`config.mk`:
```
export PLATFORM = sky130hd
export DESIGN_NAME = captcha_keypad_input
export DESIGN_NICKNAME = d
export VERILOG_FILES = /design/src/rtl/captcha_keypad_input.sv
export SDC_FILE = /design/constraint.sdc
export NUM_CORES = 1
export LEC_CHECK = 0
export CORE_MARGIN = 2
export CORE_UTILIZATION = 50
export CTS_BUF_LIST = sky130_fd_sc_hd__clkbuf_16
export CTS_CLUSTER_SIZE = 10
export DETAILED_ROUTE_END_ITERATION = 12
export GPL_TIMING_DRIVEN = 0
export PLACE_DENSITY_LB_ADDON = 0.15
export SKIP_CTS_REPAIR_TIMING = 1
export SLEW_MARGIN = 20
export SYNTH_ARGS = -nofsm -noshare
export SYNTH_HDL_FRONTEND = slang
export SYNTH_SLANG_ARGS = --single-unit
```
`constraint.sdc`:
```
create_clock -name clock -period 5.85 [get_ports clock]
set_clock_uncertainty 0.2 [all_clocks]
set_input_delay 1.4625 -clock clock [delete_from_list [all_inputs] [get_ports clock]]
set_output_delay 1.4625 -clock clock [all_outputs]
set_load 0.1 [all_outputs]
```
`src/rtl/captcha_keypad_input.sv`:
```
// captcha_keypad_input: mouse-driven 6x3 on-screen keypad that collects a six-code answer
// and renders the keypad and the entered slots on a 96x64 RGB565 OLED.
module captcha_keypad_input #(
  parameter int unsigned FLASH_CYCLES = 2_500_000,
  parameter logic [4:0]  EMPTY_CODE   = 5'd31
) (
  input  logic        clock,
  input  logic        reset,
  input  logic        start,
  input  logic        mouse_left,
  input  logic [11:0] mouse_x,
  input  logic [11:0] mouse_y,
  input  logic [6:0]  pixel_x,
  input  logic [6:0]  pixel_y,
  output logic [15:0] pixel_data,
  output logic [4:0]  first_inp,
  output logic [4:0]  second_inp,
  output logic [4:0]  third_inp,
  output logic [4:0]  fourth_inp,
  output logic [4:0]  fifth_inp,
  output logic [4:0]  sixth_inp,
  output logic        is_complete,
  output logic [15:0] led
);
  localparam int FW = $clog2(FLASH_CYCLES + 1);
  typedef enum logic [1:0] {IDLE, ENTRY, DONE} state_t;
  state_t state_q, state_d;
  logic s1_q, s2_q, s3_q;
  logic hit_q, hit_d;
  logic [4:0] key_q, key_d, flash_key_q, flash_key_d, mouse_key, pkey;
  logic [2:0] count_q, count_d;
  logic [4:0] slot_q [6];
  logic [4:0] slot_d [6];
  logic [FW-1:0] flash_q, flash_d;
  logic done_q, done_d;
  logic in_region, border;

  function automatic logic [4:0] key_of(input logic [2:0] r, input logic [2:0] c);
    return {2'b0, r} * 5'd6 + {2'b0, c};
  endfunction

  // keypad rows start at y=16, so row = y[6:4]-1 inside the region
  assign in_region = mouse_x < 12'd96 && mouse_y >= 12'd16 && mouse_y < 12'd64;
  assign mouse_key = key_of(mouse_y[6:4] - 3'd1, mouse_x[6:4]);

  always_comb begin
    state_d = state_q;
    count_d = count_q;
    slot_d = slot_q;
    done_d = done_q;
    flash_key_d = flash_key_q;
    flash_d = flash_q != '0 ? flash_q - FW'(1) : flash_q;
    hit_d = s2_q & ~s3_q & in_region;
    key_d = hit_d ? mouse_key : key_q;
    if (state_q == IDLE) state_d = start ? ENTRY : IDLE;
    else if (state_q == ENTRY && !start) begin
      state_d = IDLE;
      count_d = 3'd0;
      for (int i = 0; i < 6; i++) slot_d[i] = EMPTY_CODE;
    end else if (state_q == ENTRY && hit_q) begin
      flash_key_d = key_q;
      flash_d = FW'(FLASH_CYCLES);
      if (key_q < 5'd16 && count_q < 3'd6) begin
        slot_d[count_q] = key_q;
        count_d = count_q + 3'd1;
      end else if (key_q == 5'd16 && count_q != 3'd0) begin
        slot_d[count_q - 3'd1] = EMPTY_CODE;
        count_d = count_q - 3'd1;
      end else if (key_q == 5'd17 && count_q == 3'd6) begin
        done_d = 1'b1;
        state_d = DONE;
      end
    end
  end

  always_ff @(posedge clock or negedge reset) begin
    if (!reset) begin
      state_q <= IDLE;
      {s1_q, s2_q, s3_q, hit_q, done_q} <= '0;
      key_q <= '0;
      flash_key_q <= '0;
      count_q <= '0;
      flash_q <= '0;
      for (int i = 0; i < 6; i++) slot_q[i] <= EMPTY_CODE;
    end else begin
      state_q <= state_d;
      {s1_q, s2_q, s3_q} <= {mouse_left, s1_q, s2_q};
      hit_q <= hit_d;
      done_q <= done_d;
      key_q <= key_d;
      flash_key_q <= flash_key_d;
      count_q <= count_d;
      flash_q <= flash_d;
      slot_q <= slot_d;
    end
  end

  assign border = pixel_x[3:0] == 4'h0 || pixel_x[3:0] == 4'hF ||
                  pixel_y[3:0] == 4'h0 || pixel_y[3:0] == 4'hF;
  assign pkey = key_of(pixel_y[6:4] - 3'd1, pixel_x[6:4]);

  always_comb begin
    pixel_data = (state_q == IDLE) ? 16'h0000 :
      ({5'b0, pixel_x} == mouse_x && {5'b0, pixel_y} == mouse_y) ? 16'hFFFF :
      border ? 16'hFFFF :
      (pixel_y < 7'd16) ? (pixel_x[6:4] < count_q ? 16'h07E0 : 16'h0000) :
      (pixel_x >= 7'd96 || pixel_y >= 7'd64) ? 16'h0000 :
      (flash_q != '0 && pkey == flash_key_q) ? 16'hF800 :
      (in_region && pkey == mouse_key) ? 16'h001F :
      (pkey == 5'd16) ? 16'hFFE0 :
      (pkey == 5'd17 && count_q == 3'd6) ? 16'h07FF : 16'h0000;
  end

  assign {first_inp, second_inp, third_inp} = {slot_q[0], slot_q[1], slot_q[2]};
  assign {fourth_inp, fifth_inp, sixth_inp} = {slot_q[3], slot_q[4], slot_q[5]};
  assign is_complete = done_q;
  assign led = {done_q, 12'b0, count_q};
endmodule
```
==> run summary, run 1 <==
status - completed
TritonCTS Sinks - 72
Synth area leaders - dfrtp_1, dfstp_2, xnor2_1
Setup crit end kind - output pin
ys flop type - dfrtp_1
Final HPWL DP - 8050 um
setup ws final - 0.0437 ns
critical path class - input port to output pin
Critical Path AT - 4.14 ns
Pre-antenna DRT Iters - 4
Req. time, crit path - 4.19 ns
Final Hold Fails - 0
Worst-Skew Late Latency - 0.33 ns
Die ar. - 9470 um2
layout cells sized above 1 - 0.256
DR WL/cell - 16.4 um
worst reg2reg setup slack - 2.78 ns
hold depth - 0
clock slew at reported path FFs - 0.06 ns
largest net degree at the start of global routing - 52
diode count - 0
pre-CTS setup slack - -1.66 ns
PD cells - 244 nW/um2
HP Start - s1_q
Initial Util - 0.507
nets - 638
Cells after Synth - 454
root buffer cell - clkbuf_16
Yosys cell types - 62
Slew HR - 0.332
maxcap violations - 0
TNS Setup - 0 ns
Max IR drop VDD - 0.000216 V
Worst Hold Endpoint - s2_q
Final period util - 0.993
final wirelength - 11,300 um
worst r2r dst - fourth_inp[0]
synthesized area - 4350 um2
reg2reg start - count_q[1]
achievable frequency - 172 MHz
DR vias - 3,743
vias per cell - 5.42
launch point of the worst path - pixel_y[4]
gr usage total - 0.238
Ys Warns - 0
fin cells - 691
Post-synth EDFFs - 0
Pins Over Slew Limit - 0
post-layout min period - 5.81 ns
vias in the first global route - 3,766
Seq cells post-synth - 72
die height - 97.3 um
Static Leak - 2.56 nW
Ports - 105
Post-synth top cells - nor2_1, dfrtp_1, xnor2_1
Async SR Flop Fraction - 1.00
first-pass GRT wire length - 18,400 um
GP Congestion - 0.915
fill cell count - 615
row cnt - 34
final setup fails - 0
port buffer count - 92
CP Launch Type - input port
CTS HTree Levels - 3
core area - 8590 um2
1st-iter DRT viols - 236
Seq/Total Area, Yosys - 0.423
Die X - 97.3 um
Hold Crit Class - register to register
most common cell in the netlist - nor2_1
CP Max Fanout - 6
synthesis-to-layout area growth - 44.4%
Synth top area share - 0.241
initial antenna violation count - 0
DRC viols - 0
Worst Tran Pin Value - 0.999 ns
Remaining Overflow, GRT - 0
R2R depth - 10
Routed Antenna Nets - 0
Clock Path Buffers - 2
cts bufs inserted - 9
cell type with the largest total area after synthesis - dfrtp_1
Avg Cell Area, Syn - 9.59 um2
CTS tree - built
Placed Cells - 666
[routing by layer]
metal	share of wire	routed length [um]	global-route usage
met1	0.44	4960	0.315
met2	0.49	5560	0.394
met3	0.057	648	0.0597
met4	0.014	161	0.0620
met5	0	0	0
[layout make-up]
| class | count | area [um2] | share of cell area |
|---|---|---|---|
| well taps | 108 | 135 | 0.0215 |
| repair buffers | 102 | 1160 | 0.184 |
| multi-input cells | 331 | 2400 | 0.382 |
| clock buffers | 10 | 250 | 0.0398 |
| clock inverters | 6 | 88.8 | 0.0141 |
| plain buffers | 37 | 297 | 0.0472 |
| flip-flops and latches | 72 | 1840 | 0.293 |
| inverters | 25 | 119 | 0.0189 |
[per-stage QoR]
| stage | util | instance area (um2) | hold WS (ns) | total power [mW] |
|---|---|---|---|---|
| 2_1_floorplan | - | 4540 | 0.131 | 0.781 |
| 3_3_place_gp | 0.652 | 5600 | 0.155 | 0.864 |
| 3_5_place_dp | 0.654 | 5620 | 0.156 | 0.872 |
| 4_1_cts | 0.694 | 5960 | 0.169 | 1.49 |
| 5_1_grt | 0.732 | 6290 | 0.175 | 1.59 |
| 6_report | 0.732 | 6290 | 0.174 | 1.53 |
[where the power goes]
group          internal, mW  switching, mW
clock network         0.400          0.208
logic                 0.167          0.224
registers             0.515         0.0182
[worst max-delay path, cell delays in order]
cell     delay [ns]
buf_12         0.11
inv_12         0.03
ha_4           0.17
xor2_4         0.19
fa_2           0.63
nor2b_4        0.22
xnor2_4        0.15
and3_4         0.22
a21bo_4        0.24
o32ai_4        0.28
buf_12         0.15
buf_4          0.11
buf_12         0.16
[cell families after synthesis]
logic type | count (synthesis) | share of synthesized area
adders and majority gates | 18 | 0.0586
AOI/OAI and AO/OA | 85 | 0.125
buffers and inverters | 62 | 0.0785
xor gates and xnor gates | 51 | 0.103
muxes | 6 | 0.0149
and+or+nand+nor | 159 | 0.197
DFF | 72 | 0.423
other | 1 | 0.000861
[worst max path at each step]
stage	to	depth (start not counted)
after floorplan	pixel_data[12]	10
after global placement	pixel_data[9]	12
after detailed placement	pixel_data[6]	12
after CTS	pixel_data[6]	12
after global routing	pixel_data[3]	15
final	pixel_data[6]	13
[state kept, by name, indices dropped and copies added (netlist names)]
| name | count |
|---|---|
| second_inp | 5 |
| hit_q | 1 |
| first_inp | 5 |
| flash_q | 22 |
| key_q | 5 |
| fifth_inp | 5 |
| third_inp | 5 |
| count_q | 3 |
| s2_q | 1 |
| fourth_inp | 5 |
| state_q | 2 |
| s3_q | 1 |
| flash_key_q | 5 |
| is_complete | 1 |
| sixth_inp | 5 |
| s1_q | 1 |
[cell usage in the layout, fill, tap and decap left out, types with 4 or more instances in the layout]
cell type	instances
fa_2	4
nand3_1	8
clkbuf_16	10
nor2_1	43
nor4_1	13
dfstp_2	30
conb_1	12
dfrtp_1	42
xor2_1	15
or3_1	7
dlymetal6s2s_1	5
buf_6	8
buf_12	15
or2_2	5
mux2_2	4
buf_4	30
clkdlybuf4s50_1	67
nand4_1	4
nor3_1	18
o21ai_0	17
a21oi_1	30
ha_1	12
xnor2_1	29
and3_1	5
nand2_1	26
clkbuf_1	9
inv_1	20
a2bb2oi_1	12
Note: power is estimated with default switching activity, not from simulation.
==> inputs of run 2 (changes only) <==
--- a/config.mk
+++ b/config.mk
@@ -5,12 +5,12 @@
 export SDC_FILE = /design/constraint.sdc
 export NUM_CORES = 1
 export LEC_CHECK = 0
-export CORE_MARGIN = 2
 export CORE_UTILIZATION = 50
 export CTS_BUF_LIST = sky130_fd_sc_hd__clkbuf_16
 export CTS_CLUSTER_SIZE = 10
 export DETAILED_ROUTE_END_ITERATION = 12
 export GPL_TIMING_DRIVEN = 0
+export HOLD_SLACK_MARGIN = 0.03
 export PLACE_DENSITY_LB_ADDON = 0.15
 export SKIP_CTS_REPAIR_TIMING = 1
 export SLEW_MARGIN = 20
==> run 2 against run 1 <==
The run now ends with negative setup slack left. Global-route usage grew 1.3 points. Critical path depth grew 2. Sequential power is essentially flat. Critical endpoint is now pixel_data[2]. Utilization grew 2.5 points. Hold slack lost 0.022 ns. Wire length grew 4.1%. Non-clock buffer count grew 3. Register-to-register slack gained 0.06 ns. Setup slack lost 0.066 ns. Cell count is the same. Cell area grew 0.44%.
==> run summary, run 2 (same netlist as run 1, synthesis figures left out) <==
status - complete, but fails checks
failing checks - negative setup slack
vias per cell - 5.62
Req. time, crit path - 4.19 ns
WP buf/inv - 6
Psw - 0.462 mW
port buffer count - 92
Post-DP Area - 5620 um2
register area - 1840 um2
CP Launch Type - input port
R2R depth - 10
Gate power share - 0.266
Worst-Skew Late Latency - 0.33 ns
Die ar. - 9080 um2
Final HPWL DP - 8090 um
Pins Over Slew Limit - 0
TritonCTS Sinks - 72
slowest cell on the critical path - fa_2
final wirelength - 11,800 um
Slew HR - 0.257
PD cells - 243 nW/um2
Crit path top cell by count - buf_12
max reg flops - 22
critical path class - input port to output pin
final setup fails - 4
cell family with most CP delay - adder cells
achievable frequency - 170 MHz
initial antenna violation count - 0
Clock Power Share - 0.387
vias in the first global route - 3,685
Initial Util - 0.522
Sw Ratio - 0.301
Pre-antenna DRT Iters - 4
Setup crit end kind - output pin
reg2reg start - count_q[1]
P_int - 1.07 mW
DR vias - 3,886
DR WL/cell - 17.1 um
launch point of the worst path - pixel_y[4]
post-layout min period - 5.87 ns
Hold Crit Class - register to register
die height - 95.3 um
DRC viols - 0
CTS tree - built
Die X - 95.3 um
Routed Antenna Nets - 0
Reg with most FFs - flash_q
core area - 8340 um2
Placed Cells - 663
Max IR drop VDD - 0.000187 V
Power Total - 1.53 mW
worst reg2reg setup slack - 2.84 ns
synthesis-to-layout area growth - 45.1%
Ports - 105
row cnt - 33
Worst Tran Pin Value - 1.09 ns
1st-iter DRT viols - 191
nets - 641
largest net degree at the start of global routing - 56
final instance area - 6310 um2
first-pass GRT wire length - 17,500 um
Remaining Overflow, GRT - 0
Final Hold Fails - 0
gr usage total - 0.251
CP Max Fanout - 5
Clock Path Buffers - 2
GP Congestion - 0.868
worst r2r dst - fourth_inp[2]
Final period util - 1.00
fill cell count - 601
maxcap violations - 0
layout cells sized above 1 - 0.258
root buffer cell - clkbuf_16
Crit. path cell count - 15
setup ws final - -0.0222 ns
Static Leak - 2.56 nW
crit-path max cell delay - 0.66 ns
cts bufs inserted - 9
clock slew at reported path FFs - 0.06 ns
Critical Path AT - 4.21 ns
CTS HTree Levels - 3
diode count - 0
crit-path cells - buf_12 > inv_12 > ha_4 > xor2_4 > fa_2 > xor2_4 > buf_4 > xnor2_1 > nand3_1 > nor3_2 > a32oi_1 > o21ai_4 > buf_12 > buf_12 > buf_12
commonest non-fill, non-tap cell in the layout - clkdlybuf4s50_1
area of the multi-input gates - 2410 um2
most frequent cells in the layout - clkdlybuf4s50_1, nor2_1, dfrtp_1
Reg power frac - 0.347
fin cells - 691
CP endpoint - pixel_data[2]
[run 2: how the worst min path moves through the flow]
stage,startpoint,to,slack [ns],depth (start not counted)
3_3_place_gp,s1_q,s2_q,0.14,0
5_1_grt,s1_q,s2_q,0.17,0
2_1_floorplan,s1_q,s2_q,0.13,0
3_5_place_dp,s1_q,s2_q,0.14,0
4_1_cts,s1_q,s2_q,0.15,0
6_report,s1_q,s2_q,0.15,0
[run 2: worst register-to-register path: cells and delay by family, from the launching register on]
kind | cells | cell delay, ns
buf+inv | 3 | 0.87
flops | 1 | 0.40
compound gates | 3 | 0.84
fa+ha+maj | 1 | 0.22
simple gates | 3 | 0.39
[run 2: layer usage]
layer | GRT usage | vias up | wire length (um)
met5 | 0 | - | 0
met4 | 0.0859 | 0 | 184
met3 | 0.0463 | 17 | 727
met2 | 0.418 | 132 | 5890
met1 | 0.329 | 1922 | 4990
li1 | - | 1815 | -
[run 2: layout make-up]
class / instances / share of cell area
Sequential cell: 72 / 0.291
Clock inverter: 7 / 0.0160
Buffer: 37 / 0.0476
Timing Repair Buffer: 105 / 0.187
Multi-Input combinational cell: 331 / 0.382
Tap cell: 105 / 0.0208
Clock buffer: 9 / 0.0357
Inverter: 25 / 0.0188
[run 2: power by group through the flow]
stage                     combinational (mW)  sequential, mW  clock, mW
after global placement                 0.324           0.539          0
after floorplan                        0.239           0.543          0
final                                  0.408           0.532      0.594
after CTS                              0.335           0.532      0.605
after global routing                   0.431           0.535      0.623
after detailed placement               0.333           0.540          0
[run 2: through the flow]
stage / hold slack, ns / worst slack (ns) / utilization / setup TNS (ns)
floorplan: 0.131 / -1.05 / - / -9.50
global placement: 0.138 / -1.60 / 0.671 / -24.43
detailed placement: 0.142 / -1.62 / 0.674 / -24.64
CTS: 0.155 / -1.64 / 0.713 / -24.97
global route: 0.167 / -0.117 / 0.757 / -1.33
finish: 0.152 / -0.0222 / 0.757 / -0.0849
==> inputs of run 3 (changes only) <==
--- a/config.mk
+++ b/config.mk
@@ -17,3 +17,4 @@
 export SYNTH_ARGS = -nofsm -noshare
 export SYNTH_HDL_FRONTEND = slang
 export SYNTH_SLANG_ARGS = --single-unit
+export TNS_END_PERCENT = 20
==> run 3 against run 2 <==
The flow still finishes with violations (negative setup slack). Clock power down 12%. Die area is the same. Setup slack worse by 0.044 ns. Sequential share of layout area grew 0.76 points. First-iteration DRC count fell by 26%. Via count down 3.4%. Utilization decreased by 1.9 points. Count of clock-buffer cells in the layout did not move. Largest cell class unchanged.
==> run summary, run 3 (same netlist as run 1, synthesis figures left out) <==
core area - 8340 um2
Static Leak - 2.50 nW
Die ar. - 9080 um2
root buffer cell - clkbuf_16
critical path class - input port to output pin
cts bufs inserted - 9
post-layout min period - 5.92 ns
Hold Crit Class - register to register
Routed Antenna Nets - 0
DR WL/cell - 16.0 um
nets - 635
CP Launch Type - input port
Pre-antenna DRT Iters - 4
setup ws final - -0.0667 ns
slowest cell on the critical path - fa_2
Setup crit end kind - output pin
GP Congestion - 0.894
max reg flops - 22
vias in the first global route - 3,649
routed wl met2 - 5680 um
fin util - 0.738
Gate power share - 0.264
fill cell count - 582
WL met1 - 4670 um
Remaining Overflow, GRT - 0
commonest non-fill, non-tap cell in the layout - clkdlybuf4s50_1
Initial Util - 0.522
Reg with most FFs - flash_q
unrepaired setup endpoints after global routing - yes
cell family with most CP delay - adder cells
Clock Path Buffers - 2
Slew HR - 0.332
crit-path cells - buf_12 > inv_12 > ha_4 > xor2_4 > fa_2 > xor2_4 > xnor2_1 > nor4_2 > nand4_1 > o211ai_1 > buf_4 > buf_4 > buf_4
PD cells - 233 nW/um2
vias per cell - 5.48
Worst-Skew Late Latency - 0.33 ns
Final HPWL DP - 7930 um
Worst Tran Pin Value - 0.999 ns
achievable frequency - 169 MHz
DR vias - 3,755
Clock Power Share - 0.365
Ports - 105
final wirelength - 11,000 um
layout cells sized above 1 - 0.248
Crit path top cell by count - buf_4
Sw Ratio - 0.304
DRC viols - 0
crit-path max cell delay - 0.66 ns
Psw - 0.436 mW
1st-iter DRT viols - 142
most frequent cells in the layout - clkdlybuf4s50_1, nor2_1, dfrtp_1
synthesis-to-layout area growth - 41.4%
P_int - 0.999 mW
diode count - 0
Reg power frac - 0.371
TritonCTS Sinks - 72
top sig layer - met4
final setup fails - 9
Max IR drop VDD - 0.000178 V
failing checks - negative setup slack
maxcap violations - 0
Pins Over Slew Limit - 0
status - complete, but fails checks
CP Max Fanout - 5
Hold WS - 0.151 ns
Req. time, crit path - 4.19 ns
Final period util - 1.01
CTS HTree Levels - 3
row cnt - 33
Critical Path AT - 4.25 ns
Final Hold Fails - 0
Die X - 95.3 um
die height - 95.3 um
CTS tree - built
WP buf/inv - 5
initial antenna violation count - 0
gr usage total - 0.247
first-pass GRT wire length - 17,400 um
port buffer count - 92
largest net degree at the start of global routing - 63
Detail Route met3 WL - 452 um
clock slew at reported path FFs - 0.05 ns
==> run 3: cell types whose count changed in the layout (fill, tap and decap cells not counted), moves of 2 or more <==
cell      previous run  this run
buf_12              16        12
clkinv_2             0         2
inv_6                3         0
xnor2_2              1         3
xnor2_4              3         1
==> run 3: cell type report <==
type / count / area [um2] / area share
Clock buffer: 9 / 225 / 0.0366
Sequential cell: 72 / 1840 / 0.299
Multi-Input combinational cell: 331 / 2390 / 0.389
Clock inverter: 7 / 63.8 / 0.0104
Timing Repair Buffer: 99 / 1110 / 0.181
Inverter: 25 / 119 / 0.0193
Buffer: 37 / 267 / 0.0433
Tap cell: 105 / 131 / 0.0213
==> run 3: metal layers <==
metal  GRT usage  up-vias
li1            -     1805
met1       0.323     1839
met2       0.417       92
met3      0.0470       19
met4      0.0631        0
met5           0        -
==> run 3: power by group through the flow <==
stage,logic (mW),clock network [mW],registers (mW)
floorplan,0.233,0,0.543
global placement,0.319,0,0.539
detailed placement,0.327,0,0.540
CTS,0.329,0.532,0.532
global route,0.401,0.553,0.536
finish,0.379,0.523,0.533
==> run 3: stage by stage <==
step	total power [mW]	setup TNS, ns	std cells	cell area (um2)	setup WS, ns
final	1.43	-0.179	685	6150	-0.0667
after global routing	1.49	-1.27	685	6150	-0.167
after CTS	1.39	-24.43	679	5850	-1.63
after detailed placement	0.868	-24.26	663	5560	-1.62
after global placement	0.857	-23.26	662	5540	-1.53
after floorplan	0.776	-10.89	465	4490	-1.05
==> run 3: path summary, 6_finish.rpt <==
path                       depth (start not counted)             end        from  slack (ns)
min in group asynchronous                          1     flash_q[20]       reset        0.77
max reg2reg                                       10   fourth_inp[0]  count_q[1]        2.84
min reg2reg                                        0            s2_q        s1_q        0.15
max                                               13  pixel_data[13]  pixel_y[4]       -0.07
min                                                0            s2_q        s1_q        0.15
max in group asynchronous                          2   second_inp[2]       reset        4.10
